<file path="src/rtl/msk_tx_mod.sv">
// msk_tx_mod: MSK baseband modulator with a skewable symbol-timing source.
// One data bit per symbol through a valid/ready holding register; emits a
// continuous-phase carrier phase word at one sample per enabled clock.
// Optional feature macro: TX_DIFF_ENC_EN (differential precoder on loaded bits).
module msk_tx_mod #(
  parameter int unsigned OSF    = 20,
  parameter int unsigned INT_W  = 5,
  parameter int unsigned FRAC_W = 27,
  parameter int unsigned OFS_W  = 18,
  parameter int unsigned PH_W   = 16
) (
  input  logic                    clk,
  input  logic                    reset_n,
  input  logic                    en_i,
  input  logic signed [OFS_W-1:0] ofs_i,
  input  logic                    bit_i,
  input  logic                    bit_val_i,
  output logic                    bit_rdy_o,
  output logic [PH_W-1:0]         phase_o,
  output logic                    sample_val_o,
  output logic                    sym_start_o,
  output logic                    underrun_o
);

  localparam int unsigned TAU_W     = INT_W + FRAC_W;
  localparam int unsigned SUM_W     = TAU_W + 2;
  localparam int unsigned K_W       = $clog2(OSF + 1);
  localparam int unsigned OFS_SH    = FRAC_W - 12;
  localparam int unsigned QUARTER_I = 1 << (PH_W - 2);

  localparam logic signed [SUM_W-1:0] ONE   = SUM_W'(1) << FRAC_W;
  localparam logic signed [SUM_W-1:0] LIMIT = SUM_W'(OSF) << FRAC_W;
  localparam logic [PH_W-1:0]         QUARTER = PH_W'(QUARTER_I);
  localparam logic [PH_W-1:0]         STEP    = PH_W'(QUARTER_I / OSF);
  localparam logic [K_W-1:0]          K_MAX   = K_W'(OSF);

  typedef enum logic {
    IDLE = 1'b0,
    RUN  = 1'b1
  } state_t;

  // Architectural state
  state_t            state, state_n;
  logic [TAU_W-1:0]  tau, tau_n;
  logic [PH_W-1:0]   base, base_n;
  logic [PH_W-1:0]   phase_n;
  logic [K_W-1:0]    k, k_n;
  logic              dir, dir_n;      // 1: phase advances, 0: phase retards
  logic              full, full_n;
  logic              held, held_n;
  logic              rdy_n;
  logic              sample_val_n;
  logic              sym_start_n;
  logic              underrun_n;

  // Timing accumulator arithmetic
  logic signed [SUM_W-1:0] ofs_step;
  logic signed [SUM_W-1:0] tau_sum;
  logic signed [SUM_W-1:0] tau_wrap;
  logic                    boundary;
  logic                    accept;
  logic                    dir_load;

`ifdef TX_DIFF_ENC_EN
  logic enc, enc_n;
  // Differential precoder: direction follows bit XOR previous encoded bit
  assign dir_load = held ^ enc;
`else
  logic enc_unused;
  // Direct mapping of the held bit to the phase direction
  assign dir_load   = held;
  assign enc_unused = 1'b0;
`endif

  // Sample-clock step: one sample plus the signed fractional skew
  assign ofs_step = SUM_W'(ofs_i) <<< OFS_SH;
  assign tau_sum  = $signed({2'b00, tau}) + ONE + ofs_step;
  assign tau_wrap = tau_sum - LIMIT;
  assign boundary = (tau_sum >= LIMIT);
  assign accept   = bit_val_i && bit_rdy_o;

  // Next-state and registered-output logic
  always_comb begin
    state_n      = state;
    tau_n        = tau;
    base_n       = base;
    phase_n      = phase_o;
    k_n          = k;
    dir_n        = dir;
    full_n       = full;
    held_n       = held;
    sample_val_n = 1'b0;
    sym_start_n  = 1'b0;
    underrun_n   = 1'b0;
`ifdef TX_DIFF_ENC_EN
    enc_n        = enc;
`endif

    // Holding register fills regardless of the sample enable
    if (accept) begin
      full_n = 1'b1;
      held_n = bit_i;
    end

    case (state)
      IDLE: if (en_i && (accept || full)) state_n = RUN;
      RUN:  state_n = RUN;
      default: state_n = IDLE;
    endcase

    if (en_i) begin
      sample_val_n = 1'b1;
      if (boundary) begin
        tau_n       = TAU_W'(tau_wrap);
        base_n      = dir ? (base + QUARTER) : (base - QUARTER);
        phase_n     = base_n;
        k_n         = '0;
        sym_start_n = 1'b1;
        if (full) begin
          // Register is full, so nothing was accepted this cycle
          full_n = 1'b0;
          dir_n  = dir_load;
`ifdef TX_DIFF_ENC_EN
          enc_n  = dir_load;
`endif
        end else begin
          dir_n      = 1'b1;
          underrun_n = (state == RUN);
        end
      end else begin
        tau_n = tau_sum[SUM_W-1] ? '0 : TAU_W'(tau_sum);
        // Long symbols hold at the full quarter-cycle ramp
        if (k < K_MAX) begin
          k_n     = k + K_W'(1);
          phase_n = dir ? (phase_o + STEP) : (phase_o - STEP);
        end
      end
    end

    rdy_n = !full_n;
  end

  // State and output registers, synchronous active-low reset
  always_ff @(posedge clk) begin
    if (!reset_n) begin
      state        <= IDLE;
      tau          <= '0;
      base         <= '0;
      k            <= '0;
      dir          <= 1'b1;
      full         <= 1'b0;
      held         <= 1'b0;
      phase_o      <= '0;
      sample_val_o <= 1'b0;
      sym_start_o  <= 1'b0;
      underrun_o   <= 1'b0;
      bit_rdy_o    <= 1'b0;
`ifdef TX_DIFF_ENC_EN
      enc          <= 1'b0;
`endif
    end else begin
      state        <= state_n;
      tau          <= tau_n;
      base         <= base_n;
      k            <= k_n;
      dir          <= dir_n;
      full         <= full_n;
      held         <= held_n;
      phase_o      <= phase_n;
      sample_val_o <= sample_val_n;
      sym_start_o  <= sym_start_n;
      underrun_o   <= underrun_n;
      bit_rdy_o    <= rdy_n;
`ifdef TX_DIFF_ENC_EN
      enc          <= enc_n;
`endif
    end
  end

endmodule

</file>
<file path="config.mk">
export PLATFORM = sky130hd
export DESIGN_NAME = msk_tx_mod
export DESIGN_NICKNAME = d
export VERILOG_FILES = /design/src/rtl/msk_tx_mod.sv
export SDC_FILE = /design/constraint.sdc
export NUM_CORES = 1
export LEC_CHECK = 0
export CORE_MARGIN = 2
export CORE_UTILIZATION = 51
export CTS_BUF_LIST = sky130_fd_sc_hd__clkbuf_4
export DETAILED_ROUTE_END_ITERATION = 10
export PLACE_DENSITY = 0.76
export RECOVER_POWER = 25
export SYNTH_ARGS = -nofsm -noshare
export SYNTH_HDL_FRONTEND = slang
export SYNTH_SLANG_ARGS = --single-unit
</file>
<file path="constraint.sdc">
create_clock -name clk -period 7.1 [get_ports clk]
set_input_delay 1.065 -clock clk [delete_from_list [all_inputs] [get_ports clk]]
set_output_delay 1.065 -clock clk [all_outputs]
set_load 0.01 [all_outputs]
</file>
==> flow_metrics.py, run 1 <==
metrics = {
    "outcome": {
        "status": "finished with violations",
        "violations": "capacitance limit, slew limit",
    },
    "yosys": {
        "synthCells": 409,
        "synth_area_per_cell_um2": 8.685,
        "ys_types": 62,
        "synth_top_cell_area_share_pct": 27.05,
        "synth_edf_count": 0,
        "async_flop_share_pct": 0,
        "yosysWarnings": 0,
        "yosysSeqAreaShare_pct": 27.05,
        "syn_nets": 469,
        "syn_area_um2": 3552,
        "yosysMostFrequentCell": "dfxtp_1",
        "synth_ff_type": "dfxtp_1",
        "synth_seq_cells": 48,
        "yosysTopAreaCell": "dfxtp_1",
        "ys_top_cells_by_area": "dfxtp_1 27%, ha_1 12%, a21oi_1 6.2%",
        "synth_commonest_cells": "48 x dfxtp_1, 44 x a21oi_1, 36 x nor2_1",
    },
    "run": {
        "maxCapViolCount": 2,
    },
    "power_and_ir_drop": {
        "power.total_uw": 850.5,
        "max-vdd-ir-drop_uv": 105.4,
        "power_density_nw_per_um2": 210.4,
        "p_leak_nw": 1.775,
    },
    "timing": {
        "fin_skew_ns": 0.01593,
        "final_hold_viol_count": 0,
        "setup_viol": 0,
        "fmaxAchievable_mhz": 214.7,
        "setup_ws_ns": 2.442,
        "fin_setup_tns_ns": 0,
        "slew_viol_final": 83,
        "period_share_pct": 65.60,
        "slew_headroom_pct": -24.51,
        "worst_pin_slew_ns": 1.868,
        "rsz0062_at_grt": "no",
        "final.min_clock_period_ns": 4.658,
    },
    "cells_and_area": {
        "regArea_um2": 960.9,
        "nFillCells": 617,
        "multiInputGateArea_um2": 2471,
        "diodes": 0,
        "areaGrowthSynthToFinish_pct": 13.81,
        "fin_nets": 506,
        "final_layout_size_suffix_gt1_share_pct": 7.606,
    },
    "clocking": {
        "tritoncts": "done",
        "postCtsSetupBuffers": 0,
        "cts-resized-gates": 0,
        "root_buffer": "clkbuf_4",
        "clockBufferDepth": 2,
        "numCtsBuffers": 5,
        "path_clk_slew_ns": 0.15,
        "clkSinkCount": 48,
        "clkLatencyLatePin_ns": 0.38,
        "cts_hold_buf": 0,
        "cts-htree-levels": 2,
    },
    "grt": {
        "grt.overflow.total": 0,
        "grt_pass1_wl_um": 12650,
        "grt_pass1_vias": 2908,
        "grt_antenna_before_repair": 0,
        "grt_max_degree": 44,
        "grtUsageTotal_pct": 20.26,
    },
    "route": {
        "drc": 0,
        "avgViaCountPerCell": 5.839,
        "vias": 3077,
        "drtIter0Drc": 93,
        "first_pass_iters": 4,
        "wire_per_inst_um": 14.24,
        "wl_um": 7507,
        "ant_nets": 0,
    },
    "critical_path": {
        "crit_required_ns": 7.39,
        "path_class": "in2reg",
        "critPathLaunchType": "input pin",
        "crit_path_max_incr_delay_ns": 0.49,
        "crit_fanout": 18,
        "crit_path_end_kind": "register",
        "worst-path-buf-inv": 1,
        "cpMaxStageDelayCell": "a21boi_4",
        "path_cells": "clkdlybuf4s50_1, ha_1, fa_1, a211oi_2, o21ai_2, o311a_4, o2111ai_2, a32oi_2, xnor2_4, a21boi_4, o21ai_4, or3_1, a21oi_2",
        "path_delay_family": "compound AO/OA/AOI/OAI gates",
        "cp.arrival_ns": 4.95,
    },
    "hold_path": {
        "hp-class": "reg2reg",
    },
    "placed_design": {
        "gp_congestion": 0.8539,
        "port_buffers": 42,
        "post-place-ws_ns": 2.115,
        "dpl.hpwl_um": 5451,
    },
    "floorplanning": {
        "rows": 30,
        "start_util_pct": 52.57,
        "io_pins": 43,
        "dieWidth_um": 87.46,
        "dieHeight_um": 87.46,
        "core_area_um2": 6756,
        "fp.dieArea_um2": 7648,
    },
}
-- where the power goes --
group	switching [mW]	leakage (nW)	internal [mW]	total (mW)
Sequential	0.0267	0.392	0.299	0.325
Clock	0.0945	0.0249	0.0374	0.132
Combinational	0.208	1.36	0.185	0.393
Total	0.330	1.77	0.521	0.850
-- worst min-delay path, cell delays in order (launching register included) --
cell and delay [ns]:
dfxtp_1 0.34, nand2_1 0.05, a21oi_1 0.05
-- cells by family (layout without fill, tap and decap cells) --
group / Yosys count / after routing / synth area share, %
DFF: 48 / 48 / 27.05
buffers and inverters: 21 / 59 / 3.382
muxes: 3 / 3 / 0.8454
xor gates and xnor gates: 36 / 36 / 9.933
and+or+nand+nor: 137 / 137 / 19.20
adders and majority gates: 37 / 37 / 13.46
AOI/OAI and AO/OA: 127 / 127 / 26.14
-- cells in the final DEF (no fill, tap or decap), drive strengths merged, types with 10 or more instances in the layout --
| master | synthesis | routed |
|---|---|---|
| clkdlybuf4s50 | 0 | 27 |
| xor2 | 15 | 15 |
| a21oi | 46 | 46 |
| ha | 35 | 35 |
| nor2 | 36 | 36 |
| a21o | 15 | 15 |
| a22oi | 10 | 10 |
| nand3 | 23 | 23 |
| xnor2 | 21 | 21 |
| o21ai | 16 | 16 |
| nand2b | 19 | 19 |
| nand2 | 22 | 22 |
| dlygate4sd3 | 1 | 15 |
| dfxtp | 48 | 48 |
-- worst paths after layout --
path | from | end | slack [ns] | cells after the start
max | ofs_i[0] | phase_o[2] | 2.44 | 13
min | dir_load | dir_load | 0.47 | 2
max reg2reg | tau[15] | phase_o[2] | 3.22 | 12
min reg2reg | dir_load | dir_load | 0.47 | 2
-- layout make-up --
cell class	instances	area share, %
clock buffer	5	0.9285
clock inverter	3	0.4643
inverter	7	0.6500
multi-input combinational	340	61.13
sequential	48	23.77
tap	80	2.476
timing repair buffer	44	10.58
-- metrics by stage --
stage / std cells / utilization [%] / cell area (µm²) / hold slack (ns)
6_report: 527 / 59.83 / 4043 / 0.4729
5_1_grt: 527 / 59.83 / 4043 / 0.5094
4_1_cts: 527 / 59.94 / 4050 / 0.4713
3_5_place_dp: 519 / 59.11 / 3994 / 0.4512
3_3_place_gp: 519 / 59.11 / 3994 / 0.4474
2_1_floorplan: 409 / - / 3552 / 0.4291
-- routing by layer --
layer	share of wire, %	wire (µm)	up-vias	global-route usage, %
met3	3.2	239	9	3.033
met1	46	3450	1433	24.88
li1	-	-	1575	-
met2	50	3721	60	36.57
met4	1.3	97	0	5.455
met5	0	0	-	0
-- registers in the layout, summed over array words and instances (netlist names) --
register	cells
dir	1
bit_rdy_o	1
full	1
k	5
tau	17
state	1
dir_load	1
underrun_o	1
phase_o	16
sym_start_o	1
base	2
sample_val_o	1
No activity file was read; power rests on OpenSTA's default activity.
==> inputs of run 2 (changes only) <==
==> constraint.sdc (replaced) <==
create_clock -name clk -period 4.9 [get_ports clk]
set_input_delay 0.735 -clock clk [delete_from_list [all_inputs] [get_ports clk]]
set_output_delay 0.735 -clock clk [all_outputs]
set_load 0.01 [all_outputs]
==> run 2 against run 1 <==
Against the previous run: combinational power rose by 47%; largest power group unchanged; core utilization is 0.39 points higher; critical endpoint is now phase_o[4]; clock skew decreased by 0.0068 ns; critical path depth unchanged; cell area rose by 0.65%; total power rose by 50%; the run still ends with capacitance limit, slew limit left; setup slack worse by 1.7 ns; register-to-register slack lost 2.0 ns; sequential share of layout area decreased by 0.15 points.
==> flow_metrics.py, run 2 (synthesized netlist as in run 1, its figures left out) <==
metrics = {
    "critical_path": {
        "crit_path_end_kind": "register",
        "cp.arrival_ns": 4.40,
        "r2r-end": "phase_o[4]",
        "crit_fanout": 18,
        "critPathLaunchType": "input pin",
        "crit_required_ns": 5.19,
        "r2r-start": "tau[27]",
        "path_class": "in2reg",
        "rrSetupSlack_ns": 1.23,
        "r2r_cells": 13,
    },
    "cells_and_area": {
        "areaGrowthSynthToFinish_pct": 14.55,
        "nFillCells": 612,
        "final_layout_size_suffix_gt1_share_pct": 7.830,
        "final_cell_mix": "48 x dfxtp_1, 44 x a21oi_1, 36 x nor2_1",
        "largest_reg_flops": 17,
        "regMostFlops": "tau",
        "fin_util_pct": 60.22,
        "finalInstanceArea_um2": 4069,
        "reg_top3": "tau x17, phase_o x16, k x5",
        "fin_nets": 508,
        "diodes": 0,
        "final_common_cell": "dfxtp_1",
    },
    "placed_design": {
        "placed_area_um2": 4009,
        "port_buffers": 42,
        "dpl.hpwl_um": 5542,
        "gp_congestion": 0.8432,
    },
    "floorplanning": {
        "start_util_pct": 52.57,
        "fp.dieArea_um2": 7648,
        "rows": 30,
        "dieHeight_um": 87.46,
        "core_area_um2": 6756,
        "dieWidth_um": 87.46,
        "io_pins": 43,
    },
    "clocking": {
        "cts-resized-gates": 0,
        "numCtsBuffers": 5,
        "path_clk_slew_ns": 0.13,
        "cts-htree-levels": 2,
        "root_buffer": "clkbuf_4",
        "postCtsSetupBuffers": 0,
        "cts_hold_buf": 0,
        "tritoncts": "done",
        "clockBufferDepth": 2,
        "clkLatencyLatePin_ns": 0.37,
        "clkSinkCount": 48,
    },
    "grt": {
        "grt_pass1_wl_um": 13020,
        "grt_antenna_before_repair": 0,
        "grt_max_degree": 44,
        "grt.overflow.total": 0,
        "grtUsageTotal_pct": 21.00,
        "grt_pass1_vias": 3036,
    },
    "timing": {
        "fin_skew_ns": 0.009155,
        "final.min_clock_period_ns": 4.114,
        "slew_viol_final": 83,
        "fmaxAchievable_mhz": 243.1,
        "final_hold_viol_count": 0,
        "fin_setup_tns_ns": 0,
        "worst_pin_slew_ns": 1.824,
        "rsz0062_at_grt": "no",
        "period_share_pct": 83.96,
        "setup_viol": 0,
        "slew_headroom_pct": -21.62,
    },
    "run": {
        "maxCapViolCount": 2,
    },
    "outcome": {
        "violations": "capacitance limit, slew limit",
        "status": "finished with violations",
    },
    "hold_path": {
        "hold_depth": 2,
        "min_from": "phase_o[14]",
        "hp-class": "reg2reg",
        "min_to": "phase_o[14]",
    },
    "route": {
        "drtIter0Drc": 84,
        "wl_um": 7562,
        "wire_per_inst_um": 14.35,
        "ant_nets": 0,
        "first_pass_iters": 4,
        "drc": 0,
        "vias": 3055,
        "avgViaCountPerCell": 5.797,
    },
    "power_and_ir_drop": {
        "power_density_nw_per_um2": 313.8,
        "max-vdd-ir-drop_uv": 159.8,
        "p_leak_nw": 1.796,
    },
}
## run 2: cell types whose count changed in the layout (fill, tap and decap cells not counted), sizes merged
| cell | before | now |
|---|---|---|
| buf | 0 | 2 |
| bufinv | 0 | 1 |
| clkinv | 1 | 0 |
| clkinvlp | 2 | 0 |
## run 2: critical path: stages
cell,delay [ns]
clkdlybuf4s50_1,0.40
ha_1,0.24
fa_1,0.44
a211oi_2,0.23
o21ai_2,0.13
o311a_4,0.33
o21ai_1,0.24
xor2_1,0.17
a21o_2,0.27
a21boi_4,0.37
o21ai_4,0.22
or3_1,0.48
a21oi_2,0.13
## run 2: worst max path at each step
stage | from | endpoint | slack (ns) | cells past startpoint
after floorplan | ofs_i[0] | phase_o[4] | 1.36 | 12
after global placement | ofs_i[0] | phase_o[4] | 0.60 | 13
after detailed placement | ofs_i[0] | phase_o[4] | 0.48 | 13
after CTS | ofs_i[0] | phase_o[4] | 0.88 | 13
after global routing | ofs_i[0] | phase_o[4] | 0.60 | 13
final | ofs_i[0] | phase_o[4] | 0.79 | 13
## run 2: area by class of cell
class | count | area [µm²] | share of cell area, %
Clock buffer | 5 | 37.54 | 0.9225
Clock inverter | 1 | 30.03 | 0.7380
Inverter | 7 | 26.28 | 0.6458
Multi-Input combinational cell | 340 | 2471 | 60.73
Sequential cell | 48 | 960.9 | 23.62
Tap cell | 80 | 100.1 | 2.460
Timing Repair Buffer | 46 | 442.9 | 10.89
## run 2: stage by stage
stage	worst slack [ns]	instances	hold slack (ns)	power, mW
6_report	0.7860	527	0.4802	1.277
3_5_place_dp	0.4784	521	0.4587	1.059
4_1_cts	0.8790	527	0.4823	1.293
5_1_grt	0.6023	527	0.5030	1.369
2_1_floorplan	1.362	409	0.4291	0.9148
3_3_place_gp	0.5964	521	0.4449	1.045
## run 2: where the power goes
group | internal (mW) | switching [mW]
logic | 0.272 | 0.308
clock network | 0.102 | 0.125
registers | 0.432 | 0.0380
total | 0.806 | 0.470
## run 2: metal layers
metal  part of all wire, %  vias to the layer above  global-route usage (%)
met3                   4.0                       13                   3.318
met1                    47                     1415                   25.38
met5                     0                        -                       0
met4                   1.6                        0                   8.671
met2                    48                       58                   36.78
li1                      -                     1569                       -
